==> src/rtl/upcounter_run_ctrl.sv <==
// Run/stop/clear controller with a divider-based count strobe and wrapping count register.
// The divider only advances in RUN, so stopping and resuming keeps the tick phase.
module upcounter_run_ctrl #(
  parameter int CLK_HZ    = 100_000_000,
  parameter int TICK_HZ   = 10,
  parameter int FAST_MULT = 10,
  parameter int COUNT_MAX = 9999,
  parameter int CW        = 14
) (
  input  logic          i_clk,
  input  logic          i_reset,
  input  logic          i_run_stop,
  input  logic          i_clear,
  input  logic          i_fast,
  output logic [CW-1:0] o_count,
  output logic          o_tick,
  output logic          o_wrap,
  output logic          o_running
);

  localparam int DIV_N = CLK_HZ / TICK_HZ;
  localparam int DIV_F = (DIV_N / FAST_MULT) < 1 ? 1 : (DIV_N / FAST_MULT);
  localparam int PW    = (DIV_N > 1) ? $clog2(DIV_N) : 1;

  localparam logic [PW-1:0] LIM_N = PW'(DIV_N - 1);
  localparam logic [PW-1:0] LIM_F = PW'(DIV_F - 1);
  localparam logic [CW-1:0] CMAX  = CW'(COUNT_MAX);

  typedef enum logic {STOP, RUN} state_t;

  state_t        state;
  logic [PW-1:0] presc;
  logic [PW-1:0] lim;
  logic          tick_evt;

  // ">=" lets a mid-period switch to the fast divider fire on the very next RUN cycle.
  always_comb begin
    lim      = i_fast ? LIM_F : LIM_N;
    tick_evt = (state == RUN) && (presc >= lim);
  end

  always_ff @(posedge i_clk or posedge i_reset) begin
    if (i_reset) begin
      state     <= STOP;
      presc     <= '0;
      o_count   <= '0;
      o_tick    <= 1'b0;
      o_wrap    <= 1'b0;
      o_running <= 1'b0;
    end else if (i_clear) begin
      state     <= STOP;
      presc     <= '0;
      o_count   <= '0;
      o_tick    <= 1'b0;
      o_wrap    <= 1'b0;
      o_running <= 1'b0;
    end else begin
      if (i_run_stop) begin
        state     <= (state == RUN) ? STOP : RUN;
        o_running <= (state != RUN);
      end
      if (state == RUN)
        presc <= tick_evt ? '0 : presc + PW'(1);
      // A tick landing on the stop pulse still counts.
      o_tick <= tick_evt;
      o_wrap <= tick_evt && (o_count == CMAX);
      if (tick_evt)
        o_count <= (o_count == CMAX) ? '0 : o_count + CW'(1);
    end
  end

endmodule
==> config.mk <==
export PLATFORM = sky130hd
export DESIGN_NAME = upcounter_run_ctrl
export DESIGN_NICKNAME = d
export VERILOG_FILES = /design/src/rtl/upcounter_run_ctrl.sv
export SDC_FILE = /design/constraint.sdc
export NUM_CORES = 1
export LEC_CHECK = 0
export BUFFER_PORTS_ARGS = -buffer_cell sky130_fd_sc_hd__buf_2
export CAP_MARGIN = 20
export CORE_MARGIN = 2
export CORE_UTILIZATION = 30
export DETAILED_ROUTE_END_ITERATION = 12
export SKIP_CTS_REPAIR_TIMING = 1
export SYNTH_ARGS = -nofsm -noshare
export SYNTH_HDL_FRONTEND = slang
export SYNTH_SLANG_ARGS = --single-unit
==> constraint.sdc <==
create_clock -name i_clk -period 3.35 [get_ports i_clk]
set_clock_uncertainty 0.15 [all_clocks]
set_input_delay 0.67 -clock i_clk [delete_from_list [all_inputs] [get_ports i_clk]]
set_output_delay 0.67 -clock i_clk [all_outputs]
set_load 0.1 [all_outputs]
After elaboration in Yosys (flattened, before gate mapping)
Index checks and enable logic that the tools add are counted.
{"block": "totals", "register_bits": 42}
{"block": "op_classes", "addsub": 2, "n_lt_le_gt_ge": 1, "n_eq_ne": 1, "muxes": 14, "bitwise_logic": 1, "reduce_logical": 5}
{"cell": "$mux W24", "count": 4}
{"cell": "$mux W14", "count": 3}
{"cell": "$add A24 B1 Y24 const B", "count": 1}
{"cell": "$ge A24 B24 Y1", "count": 1}
{"cell": "$add A14 B1 Y14 const B", "count": 1}
{"cell": "$eq A14 B14 Y1 const B", "count": 1}
{"cell": "$mux W1", "count": 7}
{"cell": "$reduce_bool A2 Y1", "count": 3}
{"cell": "$logic_and A1 B1 Y1", "count": 2}
{"cell": "$not A1 Y1", "count": 1}

Longest topological paths before layout
Gate-level depths: netlist of the first run.
{"block": "depth", "word_depth": 6, "mapped_depth": 10}

Worst setup path before layout of the first run
Ideal clock, no wire load.
{"block": "synth_timing", "path_type": "reg2reg", "startpoint": "register o_count[0]", "endpoint": "register o_count[12]", "setup_ns": 0.077, "arrival_ns": 2.501, "t_required_ns": 3.123, "setup_slack_ns": 0.622, "stages_incl_launch_ff": 7, "n_path_buf": 0, "path_cell_list": "dfrtp_1 -> ha_1 -> nand3_1 -> nor4_1 -> nand3_1 -> or4_1 -> a21oi_1"}
{"block": "synth_via", "elab_chain_len": 4, "elab_cells_between_ends": 5, "classes_between": "add/sub: 1; eq/ne: 1; mux: 3"}
{"item": "from (decl)", "line_no": "15", "text": "output logic [CW-1:0] o_count,"}
{"item": "from (signal assigned)", "line_no": "68", "text": "o_count <= (o_count == CMAX) ? '0 : o_count + CW'(1);"}
{"item": "$add A14 B1 Y14 or $eq A14 B14 Y1 (tied branches)", "line_no": "68"}
{"item": "$mux W14 *", "line_no": "68"}
{"item": "$mux W14 *", "line_no": "67", "text": "if (tick_evt)"}
{"item": "$mux W14 *", "line_no": "50", "text": "end else if (i_clear) begin"}
Mark *: on every way between the ends. The rest lies on a longest branch, timed or not. The select of a mux whose other input is x is not followed.
A chain may end at the register's enable or synchronous reset.

Worst setup path in the final report of the first run
{"block": "layout_timing", "startpoint": "input port i_fast", "endpoint": "register o_count[13]"}
{"block": "layout_via", "elab_chain_len": 4}
{"item": "from (decl)", "line_no": "14", "text": "input logic i_fast,"}
{"item": "$mux W24", "line_no": "38", "text": "lim = i_fast ? LIM_F : LIM_N;"}
{"item": "$ge A24 B24 Y1", "line_no": "39", "text": "tick_evt = (state == RUN) && (presc >= lim);"}
{"item": "$logic_and A1 B1 Y1", "line_no": "39"}
{"item": "$reduce_bool A2 Y1 (no source line)"}
No other way between the ends.

==> flow_summary.ini, run 1 <==
[setup_path]
worst-setup-path-type = input pin to register
start_kind = input pin
cp_data_arrival_time_ps = 2930
required_ps = 3410
end_kind = register
critPathMaxFanout = 15

[timing]
setup_tns_ps = 0
min_period_ps = 2870
final.period_utilization_pct = 85.68
hold_viol_final = 0
rsz0062_at_grt = no
drv_slew = 0
worst_slack_ps = 479.7
max_slew.worst_pin.slew_ps = 624.0
clock.fmax_mhz = 348.4
final-setup-viol-count = 0
relSlewSlack_pct = 58.02

[global_routing]
grt_pass1_wl_um = 8680
grt_pass1_vias = 1804
overflow = 0
grt_max_degree = 42
antenna_found_initial = 0
grt_util_all_layers_pct = 12.41

[clock_network]
clkLatencyLatePin_ps = 290
cts_tree = built
clock_path_buffers = 2
path_clk_slew_ps = 70
cts_root_buf = clkbuf_8
clock-sinks = 41
h-tree-depth = 2
numCtsBuffers = 5

[hold_path]
hold_class = input pin to async pin

[yosys]
synth.largest_area_cell = dfrtp_1
synth_cell_type_count = 41
synthTopCellsByArea = dfrtp_1 43%, ha_1 6.4%, xor2_1 5.9%
synth_area_per_cell_um2 = 9.477
synth_top_area_share_pct = 43.48
async_reset_ff_share_pct = 100.0
synth_top_flop_cell = dfrtp_1
synth-edff-count = 0
yosys_register_bits = 41
ys_seq_area_share_pct = 43.48
synth_area_um2 = 2360
syn-num-nets = 266
ys_warn_count = 0
synthCells = 249

[placement]
dp_hpwl_um = 3463
gp_congestion = 0.8111
place_ws_ps = 209.3
portBuffers = 21

[final_layout]
nFillCells = 799
synthToLayoutAreaGrowth_pct = 12.99
final_layout_size_suffix_gt1_share_pct = 15.07
n_antenna_cell = 0
fin_nets = 289

[status]
outcome = finished, final reports clean

[floorplan]
start_util_pct = 30.70
io_pins = 22
rows = 32
die-area_um2 = 8591
die_y_um = 92.69
core-area_um2 = 7687
die_w_um = 92.69

[drt]
drt-pass1-iter-count = 4
wl_um = 4837
drt-initial-drc-count = 81
wl_per_cell_um = 12.93
drc = 0
via_count = 1885
viasPerCell = 5.040
ant_nets = 0

[flow_run]
maxCapViolCount = 0

[power]
max-vdd-ir-drop_v = 0.0001285
p_leak_uw = 0.001145
powerDensity_nw_per_um2 = 332.2
-- placed cells by master (no fill, tap or decap), types with 6 or more instances in the layout --
cell and n:
ha_1 12, a21oi_1 16, nand4_1 11, xnor2_1 10, nor2_1 36, nand2_1 16
or4_1 6, dfrtp_1 41, clkbuf_8 6, buf_2 21, xor2_1 16, nand3_1 12
nor3_1 8, o21ai_0 9
-- metal layers --
metal | vias to the layer above | routed length, um | global-route usage [%] | share of wire [%]
met5 | - | 0 | 0 | 0
met4 | 0 | 85 | 4.779 | 1.8
met3 | 8 | 145 | 1.790 | 3.0
met2 | 31 | 2194 | 19.83 | 45
met1 | 904 | 2413 | 17.04 | 50
li1 | 942 | - | - | -
-- cells in the mapped netlist, drive strengths merged (6+ instances only) --
master and instances:
nor2 36, or4 6, a21oi 17, nand3 12
dfrtp 41, ha 12, nor3 8, xor2 16
o21ai 11, nand2 16, xnor2 10, buf 7
nand4 12
-- state kept, by name, summed over array words and instances (netlist names) --
name       flops
presc         24
o_count       14
o_running      1
o_tick         1
o_wrap         1
-- path summary, 6_finish.rpt --
kind | from | endpoint | slack [ps] | cells past startpoint
setup / recovery | i_fast | o_count[13] | 480 | 10
hold / removal | i_reset | o_wrap | 340 | 3
setup reg to reg | presc[10] | o_count[13] | 700 | 8
hold reg to reg | presc[5] | presc[5] | 400 | 2
max in group asynchronous | i_reset | presc[3] | 2320 | 3
min in group i_clk | presc[5] | presc[5] | 400 | 2
-- layout make-up --
class                           count  area [um^2]  area share, %
Clock buffer                        7        86.33          3.238
Inverter                            4        15.01         0.5631
Multi-Input combinational cell    195         1264          47.40
Sequential cell                    41         1026          38.48
Tap cell                          102        127.6          4.786
Timing Repair Buffer               25        147.6          5.537
-- metrics by stage --
step                hold slack, ps  power [uW]  instance area [um^2]  cells  util (%)
detailed placement           387.9       572.4                  2580    367     33.56
finish                       340.5       885.9                  2666    374     34.68
CTS                          374.2       903.9                  2666    374     34.68
global route                 406.8       925.9                  2666    374     34.68
floorplan                    347.7       555.2                  2360    249         -
global placement             378.1       571.2                  2580    367     33.56
-- kinds of logic after synthesis --
kind of cell               share of synthesized area (%)
AOI/OAI and AO/OA                                  9.438
xor gates and xnor gates                           9.650
adders and majority gates                          6.363
buffers and inverters                              2.969
DFF                                                43.48
and+or+nand+nor                                    28.10
-- critical path: stages --
cell and delay [ps]:
buf_2 160, inv_1 120, ha_1 310, and4b_1 240, nand4_2 110, o221ai_2 270, o21ai_2 160, buf_4 210
or4_1 520, a21oi_1 160
-- power breakdown --
group	total, uW	switching, uW	internal [uW]
clock	325	161	164
sequential	506	8.02	498
combinational	54.8	38.9	15.9
total	886	208	678
(Power assumes the default switching activity.)
==> run 2, diff against run 1 <==
- GPL_TIMING_DRIVEN: unset -> 0
- MAX_ROUTING_LAYER: unset -> met4
==> flow_summary.ini, run 2 (synthesized netlist as in run 1, its figures left out) <==
[setup_path]
critPathMaxStageDelay_ps = 400
crit_top_cell = buf_2
cp_cell_sequence = buf_2, inv_1, ha_1, a21o_2, a21oi_1, o221ai_2, o21ai_2, buf_6, nand2b_4, buf_2, nor2_1
cp_data_arrival_time_ps = 2880
start_kind = input pin
critPathMaxFanout = 10
crit_buf_inv = 4
critPathSlowestCell = o21ai_2
worst-setup-path-type = input pin to register
path_depth = 11
critPathTopFamily = compound AO/OA/AOI/OAI gates
required_ps = 3410
reg2reg_depth = 9
end_kind = register

[power]
powerDensity_nw_per_um2 = 332.1
p_total_uw = 889.7
max-vdd-ir-drop_v = 0.0001203
p_leak_uw = 0.001156

[timing]
hold_viol_final = 0
worst_slack_ps = 526.0
final-setup-viol-count = 0
max_slew.worst_pin.slew_ps = 866.8
hold_slack_ps = 404.8
clock.fmax_mhz = 354.1
final.period_utilization_pct = 84.30
setup_tns_ps = 0
rsz0062_at_grt = no
drv_slew = 0
min_period_ps = 2824
relSlewSlack_pct = 42.13

[flow_run]
maxCapViolCount = 0

[final_layout]
largest_register = presc
largest_register_ffs = 24
fin_util_pct = 34.85
mostFrequentLayoutCell = dfrtp_1
top_regs = presc x24, o_count x14
n_antenna_cell = 0
final_layout_size_suffix_gt1_share_pct = 16.25
fin_nets = 294
nFillCells = 823
synthToLayoutAreaGrowth_pct = 13.52
final_cell_mix = 41 x dfrtp_1, 36 x nor2_1, 26 x buf_2

[clock_network]
clock-sinks = 41
h-tree-depth = 2
clkLatencyLatePin_ps = 290
clock_path_buffers = 2
path_clk_slew_ps = 80
cts_tree = built
cts_root_buf = clkbuf_8
numCtsBuffers = 5

[global_routing]
grt_pass1_wl_um = 9101
grt_pass1_vias = 1810
overflow = 0
antenna_found_initial = 0
grt_max_degree = 42
grt_util_all_layers_pct = 13.69

[status]
outcome = finished, final reports clean

[drt]
viasPerCell = 5.079
wl_um = 5249
drt-pass1-iter-count = 4
drt-initial-drc-count = 86
drc = 0
wl_per_cell_um = 13.85
via_count = 1925
ant_nets = 0

[placement]
place_ws_ps = 208.5
portBuffers = 21
gp_congestion = 0.7847
dp_hpwl_um = 3691

[floorplan]
die-area_um2 = 8591
start_util_pct = 30.70
rows = 32
io_pins = 22
die_y_um = 92.69
core-area_um2 = 7687
die_w_um = 92.69

[hold_path]
hold_class = input pin to async pin
==> run 2: through the flow <==
| stage | instance area [um^2] | cells |
|---|---|---|
| global route | 2679 | 379 |
| floorplan | 2360 | 249 |
| CTS | 2679 | 379 |
| detailed placement | 2592 | 372 |
| global placement | 2592 | 372 |
| finish | 2679 | 379 |
==> run 2: power breakdown <==
| part | switching (uW) | internal [uW] |
|---|---|---|
| logic | 44.9 | 15.9 |
| registers | 3.83 | 498 |
| clock network | 163 | 164 |
| total | 212 | 678 |
==> run 2: cell type report <==
cell class	instances	area, um^2	area share (%)
plain buffers	9	55.05	2.055
repair buffers	21	105.1	3.923
inverters	4	15.01	0.5605
clock buffers	7	86.33	3.223
multi-input cells	195	1264	47.17
flip-flops and latches	41	1026	38.30
well taps	102	127.6	4.764
==> run 2: path summary, 6_finish.rpt <==
path	start	endpoint	slack, ps
max in group asynchronous	i_reset	presc[14]	2090
worst min register to register	presc[5]	presc[5]	410
min in group i_clk	presc[5]	presc[5]	410
worst min-delay path	i_reset	o_wrap	400
worst max-delay path	i_fast	presc[13]	530
worst max register to register	presc[10]	presc[13]	730
==> run 2: routing by layer <==
metal  global-route usage (%)  routed length (um)  up-vias
li1                         -                   -      947
met1                    19.03                2621      938
met2                    20.13                2350       35
met3                    3.011                 202        5
met4                    4.044                  74        0
met5                        -                   0        -
